<file path="src/rtl/eight_to_three_event_encoder_pkg.sv">
// Shared definitions for the event encoder: handshake FSM states and size limits.
package eight_to_three_event_encoder_pkg;

    // Largest supported number of request lines.
    localparam int N_MAX = 16;

    // Handshake FSM: IDLE looks for pending work, PRESENT holds a code until accepted.
    typedef enum logic {
        IDLE    = 1'b0,
        PRESENT = 1'b1
    } state_e;

endpackage

</file>
<file path="src/rtl/eight_to_three_event_encoder_prio.sv">
// Combinational 4-to-2 priority encoder; bit 3 has the highest priority.
module four_to_two_prio (
    input  logic [3:0] req_i,
    output logic [1:0] idx_o,
    output logic       valid_o
);

    // Pick the highest set bit of the group and flag whether any bit is set.
    always_comb begin
        idx_o   = 2'd0;
        valid_o = |req_i;
        if (req_i[3]) begin
            idx_o = 2'd3;
        end else if (req_i[2]) begin
            idx_o = 2'd2;
        end else if (req_i[1]) begin
            idx_o = 2'd1;
        end else begin
            idx_o = 2'd0;
        end
    end

endmodule

</file>
<file path="src/rtl/eight_to_three_event_encoder.sv">
// Event encoder: captures rising edges of request lines into sticky pending
// bits and hands the highest-index pending request to a consumer as a binary
// code over a valid/ready handshake.
module eight_to_three_event_encoder
    import eight_to_three_event_encoder_pkg::*;
#(
    parameter int N = 8
) (
    input  logic                 clk,
    input  logic                 rst_n,
    input  logic                 enable,
    input  logic [N-1:0]         req,
    output logic [$clog2(N)-1:0] code,
    output logic                 code_valid,
    input  logic                 code_ready,
    output logic [N-1:0]         pending,
    output logic                 lost
);

    localparam int W      = $clog2(N);
    localparam int GROUPS = N / 4;

    // Registered state
    logic [N-1:0] req_q;
    logic [N-1:0] pending_q;
    logic         lost_q;
    logic [W-1:0] code_q;
    logic         code_valid_q;
    state_e       state_q;

    // Next-state and combinational signals
    logic [N-1:0] pending_d;
    logic         lost_d;
    logic [N-1:0] rise_s;
    logic [N-1:0] clr_s;
    logic         handshake_s;
    logic [W-1:0] prio_idx_s;
    logic [1:0]   sub_idx_s [GROUPS];
    logic [GROUPS-1:0] sub_vld_s;

    // One priority encoder per group of four request lines.
    for (genvar g = 0; g < GROUPS; g++) begin : g_prio
        four_to_two_prio u_prio (
            .req_i   (pending_q[4*g +: 4]),
            .idx_o   (sub_idx_s[g]),
            .valid_o (sub_vld_s[g])
        );
    end

    // Highest non-empty group wins; its local index forms the low two code bits.
    always_comb begin
        prio_idx_s = '0;
        for (int g = 0; g < GROUPS; g++) begin
            if (sub_vld_s[g]) begin
                prio_idx_s = W'(4 * g) | W'(sub_idx_s[g]);
            end else begin
                prio_idx_s = prio_idx_s;
            end
        end
    end

    // Edge detect, acknowledge clear and next pending/lost values.
    always_comb begin
        rise_s      = req & ~req_q;
        handshake_s = code_valid_q & code_ready;
        clr_s       = '0;
        if (handshake_s) begin
            clr_s = {{(N-1){1'b0}}, 1'b1} << code_q;
        end else begin
            clr_s = '0;
        end
        if (enable) begin
            // A rise on the bit being cleared keeps it pending (set wins).
            pending_d = (pending_q & ~clr_s) | rise_s;
            lost_d    = |(rise_s & pending_q & ~clr_s);
        end else begin
            pending_d = pending_q & ~clr_s;
            lost_d    = 1'b0;
        end
    end

    // Request history, pending bits and lost pulse.
    always_ff @(posedge clk or negedge rst_n) begin
        if (!rst_n) begin
            req_q     <= '0;
            pending_q <= '0;
            lost_q    <= 1'b0;
        end else begin
            req_q     <= req;
            pending_q <= pending_d;
            lost_q    <= lost_d;
        end
    end

    // Handshake FSM: launch a code from IDLE, hold it in PRESENT until accepted.
    always_ff @(posedge clk or negedge rst_n) begin
        if (!rst_n) begin
            state_q      <= IDLE;
            code_q       <= '0;
            code_valid_q <= 1'b0;
        end else begin
            case (state_q)
                IDLE: begin
                    if (enable && (|pending_q)) begin
                        code_q       <= prio_idx_s;
                        code_valid_q <= 1'b1;
                        state_q      <= PRESENT;
                    end else begin
                        state_q      <= IDLE;
                    end
                end
                PRESENT: begin
                    // Later arrivals never preempt; enable is ignored here.
                    if (code_ready) begin
                        code_valid_q <= 1'b0;
                        state_q      <= IDLE;
                    end else begin
                        state_q      <= PRESENT;
                    end
                end
                default: begin
                    code_valid_q <= 1'b0;
                    state_q      <= IDLE;
                end
            endcase
        end
    end

    assign code       = code_q;
    assign code_valid = code_valid_q;
    assign pending    = pending_q;
    assign lost       = lost_q;

endmodule

</file>
<file path="config.mk">
export PLATFORM = sky130hd
export DESIGN_NAME = eight_to_three_event_encoder
export DESIGN_NICKNAME = d
export VERILOG_FILES = /design/src/rtl/eight_to_three_event_encoder_pkg.sv /design/src/rtl/eight_to_three_event_encoder_prio.sv /design/src/rtl/eight_to_three_event_encoder.sv
export SDC_FILE = /design/constraint.sdc
export NUM_CORES = 1
export LEC_CHECK = 0
export ABC_AREA = 1
export BUFFER_PORTS_ARGS = -buffer_cell sky130_fd_sc_hd__buf_2
export CAP_MARGIN = 20
export CORE_MARGIN = 2
export CORE_UTILIZATION = 51
export DETAILED_ROUTE_END_ITERATION = 7
export PLACE_DENSITY = 0.77
export RECOVER_POWER = 50
export SLEW_MARGIN = 15
export SYNTH_ARGS = -nofsm -noshare
export SYNTH_HDL_FRONTEND = slang
export SYNTH_SLANG_ARGS = --single-unit
</file>
<file path="constraint.sdc">
create_clock -name clk -period 1.25 [get_ports clk]
set_input_delay 0.3125 -clock clk [delete_from_list [all_inputs] [get_ports clk]]
set_output_delay 0.3125 -clock clk [all_outputs]
set_load 0.03 [all_outputs]
</file>
==> Word level (Yosys, flattened, before mapping) <==
Cells that the tools add are included.
{ "classes": {"eq_ne": 2, "shifts": 1, "mux": 17, "bitwise_logic": 9, "n_reduce_logical": 7} }
{ "ops": {"columns": ["op", "count"], "rows": [
  ["$and 8x8->8", 4],
  ["$mux 8", 2],
  ["$not 8->8", 2],
  ["$reduce_or 8->1", 2],
  ["$mux 2", 5],
  ["$or 8x8->8", 1],
  ["$reduce_or 4->1", 2],
  ["$shl 1x3->8 const A", 1],
  ["$mux 1", 7],
  ["$ne 2x2->1 const B", 2],
  ["$pmux 1 s2", 2],
  ["$reduce_and 2->1", 2],
  ["$mux 3", 1],
  ["$and 1x1->1", 1],
  ["$logic_and 1x1->1", 1],
  ["$not 1->1", 1]
]} }
{ "word_totals": {"ff_bits": 22, "inputBits": 12, "out_inout_bits": 13} }

==> Longest topological paths before layout <==
Gate-level depths: netlist of the first run.
{ "logic_depth": {"ltp_word": 6, "ltp_mapped": 7} }

==> Modules after synthesis <==
From an unflattened synthesis of the first run, not the netlist that was laid out.
{ "unflattened": {"cells_unflattened": 141, "hier_area_um2": 1041.0} }
{ "modules_own_cells": {"columns": ["module", "instances", "cells_per_inst", "area_per_inst_um2"], "rows": [
  ["eight_to_three_event_encoder", 1, 125, 975.9],
  ["four_to_two_prio", 2, 8, 32.5]
]} }

==> Worst setup path after synthesis of the first run <==
OpenSTA, ideal clock, no wires.
{ "synth_timing": {"path_kind": "reg-to-reg", "from": "reg code_valid_q, in the netlist code_valid", "to": "reg lost_q, in the netlist lost", "setup_ns": 0.125, "arrival_ns": 1.101, "required_ns": 1.125, "path_slack_ns": 0.023, "stages_incl_launch_ff": 8, "n_path_buf": 0, "period_less_slack_ns": 1.227, "path_cell_list": "dfrtp_1 -> nand2_1 -> nor2_2 -> nand2_1 -> nand2_1 -> nand2_1 -> nor2_1 -> a21oi_1"} }
{ "synth_between": {"elab_chain_len": 6} }
{ "synth_rtl": {"columns": ["item", "line", "source"], "rows": [
  ["from (decl)", "eight_to_three_event_encoder.sv:28", "logic code_valid_q;"],
  ["from (signal assigned)", "eight_to_three_event_encoder.sv:100", "code_valid_q <= 1'b0;"],
  ["from (signal assigned)", "eight_to_three_event_encoder.sv:106", "code_valid_q <= 1'b1;"],
  ["from (signal assigned)", "eight_to_three_event_encoder.sv:115", "code_valid_q <= 1'b0;"],
  ["$and 1x1->1", "eight_to_three_event_encoder.sv:65", "handshake_s = code_valid_q & code_ready;"],
  ["$mux 8", "eight_to_three_event_encoder.sv:67", "if (handshake_s) begin"],
  ["$not 8->8", "eight_to_three_event_encoder.sv:75", "lost_d = |(rise_s & pending_q & ~clr_s);"],
  ["$and 8x8->8", "eight_to_three_event_encoder.sv:75", null],
  ["$reduce_or 8->1", "eight_to_three_event_encoder.sv:75", null],
  ["$mux 1", "eight_to_three_event_encoder.sv:72", "if (enable) begin"],
  ["via lost_d", "eight_to_three_event_encoder.sv:33", "logic lost_d;"],
  ["to (signal assigned)", "eight_to_three_event_encoder.sv:91", "lost_q <= lost_d;"],
  ["to (decl)", "eight_to_three_event_encoder.sv:26", "logic lost_q;"]
]} }
The timed path passes the listed nets, and every way through them passes these cells.
A chain may end at the register's enable or synchronous reset.

==> Worst setup path in the final report of the first run <==
{ "layout_timing": {"from": "reg pending_q[7], in the netlist pending[7]", "to": "reg code_q[1], in the netlist code[1]"} }
{ "layout_between": {"elab_chain_len": 3} }
{ "layout_rtl": {"columns": ["item", "line", "source"], "rows": [
  ["from (decl)", "eight_to_three_event_encoder.sv:25", "logic [N-1:0] pending_q;"],
  ["from (signal assigned)", "eight_to_three_event_encoder.sv:90", "pending_q <= pending_d;"],
  ["$reduce_or 8->1", "eight_to_three_event_encoder.sv:104", "if (enable && (|pending_q)) begin"],
  ["$logic_and 1x1->1", "eight_to_three_event_encoder.sv:104", null],
  ["$reduce_and 2->1 (no source line)", null, null],
  ["to (signal assigned)", "eight_to_three_event_encoder.sv:105", "code_q <= prio_idx_s;"],
  ["to (decl)", "eight_to_three_event_encoder.sv:27", "logic [W-1:0] code_q;"]
]} }
Parallel ways exist; a longest one is shown, timed or not.

==> results of run 1 <==
area by class of cell:
cell class                 instances  area, µm²  share of cell area (%)
tap                               27      33.78                   2.273
timing repair buffer              43      341.6                   22.98
clock buffer                       4      36.28                   2.441
multi-input combinational         86      437.9                   29.46
inverter                          22      85.08                   5.724
sequential                        22      551.8                   37.12
registers in the layout, indices dropped and copies added (netlist names):
signal      cells
pending         8
req_q           8
code            3
code_valid      1
lost            1
state_q         1
Yosys cell counts:
library cell,number
nand3_1,3
nand3_2,1
o21ai_1,1
dfrtp_1,22
o21a_4,1
inv_1,22
o21ai_0,10
nand2_1,48
nand2_4,1
a21oi_1,3
nor2_2,3
nor2_1,15
worst max-delay path by stage:
| stage | end | start | slack (ns) | cells past startpoint |
|---|---|---|---|---|
| finish | code[1] | pending[7] | -0.12 | 6 |
| global route | code[1] | pending[7] | -0.13 | 6 |
| CTS | pending[7] | pending[7] | -0.06 | 2 |
| detailed placement | lost | code_ready | 0.06 | 8 |
| global placement | state_q | pending[6] | 0.09 | 5 |
| floorplan | lost | code_valid | 0.02 | 7 |
kinds of logic (layout without fill, tap and decap cells):
logic type             after synthesis  count (layout)  synth area share (%)
buffers and inverters               22              69                 8.179
DFF                                 22              22                 54.52
AOI/OAI and AO/OA                   15              15                 8.425
and+or+nand+nor                     71              71                 28.87
stage by stage:
step / power, µW / area, µm² / setup slack, ns
after CTS: 2693 / 1324 / -0.05622
after global routing: 3236 / 1486 / -0.1321
after floorplan: 1708 / 1010 / 0.02345
after detailed placement: 2056 / 1179 / 0.05821
after global placement: 2019 / 1179 / 0.09466
final: 3056 / 1486 / -0.1231
what timing repair did:
action	in CTS	in global routing
resized for setup	13	36
hold endpoints to repair	22	0
setup endpoints to repair	8	17
gates cloned	0	0
hold buffers	1	0
setup buffers	7	9
pin swaps	2	12
layer usage:
metal / GRT usage (%) / vias up / share of wire, %
met2: 36.34 / 35 / 50
met5: 0 / - / 0
li1: - / 483 / -
met4: 13.33 / 0 / 4.7
met1: 23.49 / 462 / 42
met3: 4.012 / 13 / 4.0
power by group:
group	total (µW)	internal [µW]	switching [µW]
logic	1620	727	888
registers	1050	881	171
clock network	389	178	211
==> summary.md, run 1 <==
| Metric | Value |
|---|---|
| Hold Slack | `0.1135 ns` |
| Antenna Cells | `0` |
| Routability Congestion | `0.8508` |
| Vias | `993` |
| Crit path DAT | `1.62 ns` |
| Violated checks | `negative setup slack` |
| CP max FO | `4` |
| Post-synth top area cell | `dfrtp_1` |
| Final WL | `2555 µm` |
| Fin. Hold Viols | `0` |
| Final HPWL DP | `1572 µm` |
| Initial DRT Pass Iterations | `4` |
| Area delta synth->final | `47.21%` |
| Clock Sinks | `22` |
| Most frequent cells in the layout | `nand2_1 (42), inv_1 (21), dfrtp_1 (21)` |
| Final Util | `77.34%` |
| Setup violations, final | `7` |
| Setup TNS Final | `-0.2786 ns` |
| Final Skew | `0.005685 ns` |
| DR WL/cell | `12.52 µm` |
| Via/cell ratio | `4.868` |
| Worst r2r dst | `code[1]` |
| Starting Density | `52.54%` |
| Synth Register Bits | `22` |
| Worst-path clk slew | `0.12 ns` |
| Cell Rows | `16` |
| Fill cells | `143` |
| Worst slew pin tran | `0.5210 ns` |
| Fin. max-slew vios | `0` |
| GR Util All Layers | `20.89%` |
| Die Y | `48.50 µm` |
| Fin nets | `190` |
| Status | `finished with violations` |
| CTS Root Cell | `clkbuf_4` |
| Largest cells by area after synthesis | `dfrtp_1 (55%), nand2_1 (18%), inv_1 (8.2%)` |
| Setup crit end kind | `flop` |
| First-pass GRT wire length | `3808 µm` |
| Clock latency on the worst-skew pair | `0.31 ns` |
| Synth warnings | `0` |
| Core ar. | `1922 µm²` |
| Die area | `2352 µm²` |
| Fmax | `728.3 MHz` |
| Hold wc startpoint | `req[1]` |
| Worst Hold Class | `in -> reg` |
| Fin crit share | `109.8%` |
| RSZ-0062 raised after global routing | `true` |
| Mapped Nets | `142` |
| Crit path kind | `reg -> reg` |
| Vias in the first global route | `980` |
| Critical Path Start Type | `flop` |
| Slowest stage delay, CP | `0.42 ns` |
| Post-Syn Area | `1010 µm²` |
| Mapped Avg Cell Area | `7.767 µm²` |
| CTS Buf Count | `3` |
| Crit-path leading delay family | `simple AND/OR/NAND/NOR gates` |
| Boundary pin count | `25` |
| Maximum vdd drop | `1.462 mV` |
| Critical-path top delay cell | `dfrtp_1` |
| Total gr overflow | `0` |
| Yosys cell types | `12` |
| RR Startpoint | `pending[7]` |
| Final non-filler cell total | `204` |
| Gate Count Post-Synth | `130` |
| P_leak | `0.0008172 µW` |
| Req. time, crit path | `1.50 ns` |
| Clock Tree Buf Depth | `2` |
| Dpl cells | `183` |
| Largest net degree at the start of global routing | `23` |
| Final min period | `1.373 ns` |
| Post-DRT Antenna Nets | `0` |
| Reg2Reg Depth | `6` |
| Drt drc | `0` |
| Share of post-route cells with drive strength above 1 | `34.46%` |
| Crit-path cells | `buf_6, nor2_4, nand3_4, o21ai_0, nand3_1, nand2_1` |
| H-tree Lvls | `1` |
| PD cells | `2056 nW/µm²` |
| Most common cell after layout, fill and taps aside | `nand2_1` |
| CTS tree | `built` |
| Top cell type's share of synthesized area | `54.52%` |
| Seq/Total Area, Yosys | `54.52%` |
| Antenna violations before repair | `0` |
| 1st-iter DRT viols | `20` |
| Internal reg-to-reg setup slack | `-0.12 ns` |
| Worst hold endpoint | `req_q[1]` |
| Buffers on Ports | `24` |
| Max_slew headroom | `65.27%` |
| Die width | `48.50 µm` |
| Max-cap violations | `0` |
| Hold Path Cell Cnt | `1` |
| Setup ws final | `-0.1231 ns` |
| Buf/Inv on CP | `1` |
(Power assumes the default switching activity.)
==> inputs of run 2 (changes only) <==
==> constraint.sdc (replaced) <==
create_clock -name clk -period 1.25 [get_ports clk]
set_input_delay 0.3125 -clock clk [delete_from_list [all_inputs] [get_ports clk]]
set_output_delay 0.3125 -clock clk [all_outputs]
set_load 0.01 [all_outputs]
==> summary.md, run 2 (synthesis results as in run 1) <==
| Metric | Value |
|---|---|
| Crit path kind | `reg -> out` |
| Dpl cells | `183 (unchanged)` |
| Slowest stage delay, CP | `0.42 ns (about the same)` |
| Final Util | `67.25% (-10 points)` |
| Crit path from | `pending[7]` |
| Critical Path Start Type | `flop` |
| Worst Hold Class | `in -> reg` |
| Antenna violations before repair | `0 (unchanged)` |
| Die area | `2352 µm² (unchanged)` |
| RSZ-0062 raised after global routing | `true` |
| Antenna Cells | `0 (unchanged)` |
| Largest net degree at the start of global routing | `23 (unchanged)` |
| CP max FO | `2 (-2)` |
| Clock Tree Buf Depth | `2 (unchanged)` |
| Fin. max-slew vios | `0 (unchanged)` |
| Worst hold endpoint | `req_q[3]` |
| Post-DRT Antenna Nets | `0 (unchanged)` |
| Final min period | `1.272 ns (-0.1014 ns)` |
| Setup TNS Final | `-0.03806 ns (+0.2405 ns)` |
| Dpl cell area | `1179 µm² (unchanged)` |
| Worst r2r dst | `code[1]` |
| First-pass GRT wire length | `3774 µm (-0.89%)` |
| CTS Root Cell | `clkbuf_4` |
| Worst-path clk slew | `0.12 ns (about the same)` |
| RR Startpoint | `pending[6]` |
| Most common cell after layout, fill and taps aside | `nand2_1` |
| P_leak | `0.0007339 µW (-10%)` |
| Internal reg-to-reg setup slack | `0.01 ns (+0.13 ns)` |
| Reg2Reg Depth | `5 (-1)` |
| Vias in the first global route | `951 (-3.0%)` |
| Status | `finished with violations` |
| Fin. Hold Viols | `0 (unchanged)` |
| PD cells | `1849 nW/µm² (-10%)` |
| Via/cell ratio | `4.797 (-1.5%)` |
| Setup crit end kind | `primary output` |
| Critical-path top delay cell | `dfrtp_1` |
| Total gr overflow | `0 (unchanged)` |
| Max-cap violations | `0 (unchanged)` |
| Cell Rows | `16 (unchanged)` |
| Max_slew headroom | `65.32% (about the same)` |
| Vias | `921 (-7.3%)` |
| Most frequent cells in the layout | `nand2_1 (48), inv_1 (22), dfrtp_1 (20)` |
| CTS Buf Count | `3 (unchanged)` |
| Final Skew | `0.003918 ns (-0.001767 ns)` |
| Initial DRT Pass Iterations | `4 (unchanged)` |
| Violated checks | `negative setup slack` |
| CTS tree | `built` |
| Final HPWL DP | `1572 µm (unchanged)` |
| Setup violations, final | `2 (-5)` |
| Crit path top cell by count | `buf_6` |
| Hold Slack | `0.1117 ns (-0.001798 ns)` |
| Crit path DAT | `0.96 ns (-0.66 ns)` |
| Hold wc startpoint | `req[3]` |
| 1st-iter DRT viols | `15 (-25%)` |
| GR Util All Layers | `20.67% (-0.22 points)` |
| Area delta synth->final | `28.01%` |
| Hold Path Cell Cnt | `1 (unchanged)` |
| Fmax | `786.4 MHz (+8.0%)` |
| Worst slew pin tran | `0.5202 ns (-0.0008281 ns)` |
| Drt drc | `0 (unchanged)` |
| Buffers on Ports | `24 (unchanged)` |
| Share of post-route cells with drive strength above 1 | `23.64% (-11 points)` |
| Die width | `48.50 µm (unchanged)` |
| Routability Congestion | `0.8508 (unchanged)` |
| Fill cells | `174 (+22%)` |
| H-tree Lvls | `1 (unchanged)` |
| Core ar. | `1922 µm² (unchanged)` |
| Req. time, crit path | `0.94 ns (-0.56 ns)` |
| Crit-path cells | `buf_6, buf_6` |
| DR WL/cell | `11.42 µm (-8.8%)` |
| Fin crit share | `101.7% (-8.1 points)` |
| Clock latency on the worst-skew pair | `0.31 ns (about the same)` |
| Final WL | `2192 µm (-14%)` |
| Post-route cell area | `1292 µm² (-13%)` |
| Boundary pin count | `25 (unchanged)` |
| Starting Density | `52.54% (unchanged)` |
| Final non-filler cell total | `192 (-5.9%)` |
| Setup ws final | `-0.02164 ns (+0.1014 ns)` |
| Die Y | `48.50 µm (unchanged)` |
| Maximum vdd drop | `1.128 mV (-23%)` |
| Fin nets | `178 (-6.3%)` |
| Clock Sinks | `22 (unchanged)` |
## run 2: where the power goes
| group | internal (µW) | switching (µW) |
|---|---|---|
| Sequential | 883 | 172 |
| Clock | 178 | 212 |
| Combinational | 452 | 493 |
| Total | 1510 | 877 |
## run 2: routing by layer
| metal | wire length, µm | global-route usage (%) | part of all wire [%] | vias up |
|---|---|---|---|---|
| li1 | - | - | - | 462 |
| met1 | 932 | 23.24 | 43 | 407 |
| met2 | 1040 | 35.42 | 47 | 39 |
| met3 | 125 | 4.321 | 5.7 | 13 |
| met4 | 93 | 13.81 | 4.2 | 0 |
| met5 | 0 | 0 | 0 | - |
## run 2: worst max-delay path: cells and delay by family (launching register included)
kind	cells	cell delay [ns]
buffers and inverters	2	0.24
flip-flops	1	0.42
## run 2: metrics by stage
step	setup WS [ns]	power (µW)
after floorplan	0.1340	1476
after global placement	0.09466	1781
after detailed placement	0.05821	1818
after CTS	-0.02475	2305
after global routing	-0.06008	2566
final	-0.02164	2390
## run 2: how the worst max path moves through the flow
stage / cells past startpoint / endpoint / slack [ns]
finish: 2 / pending[7] / -0.02
global route: 2 / pending[7] / -0.06
CTS: 2 / pending[7] / -0.02
detailed placement: 8 / lost / 0.06
global placement: 5 / state_q / 0.09
floorplan: 5 / state_q / 0.13
## run 2: cell type report
type / count / area, µm² / area share [%]
Timing Repair Buffer: 31 / 202.7 / 15.68
Tap cell: 27 / 33.78 / 2.614
Multi-Input combinational cell: 86 / 384.1 / 29.72
Clock buffer: 4 / 36.28 / 2.807
Inverter: 22 / 82.58 / 6.389
Sequential cell: 22 / 553.0 / 42.79
## run 2: repair_timing
action | CTS | global route
resized for setup | 4 | 6
hold buffers | 1 | 0
endpoints found under the setup margin | 2 | 14
setup buffers | 2 | 2
pin swaps | 0 | 0
endpoints found under the hold margin | 22 | 0
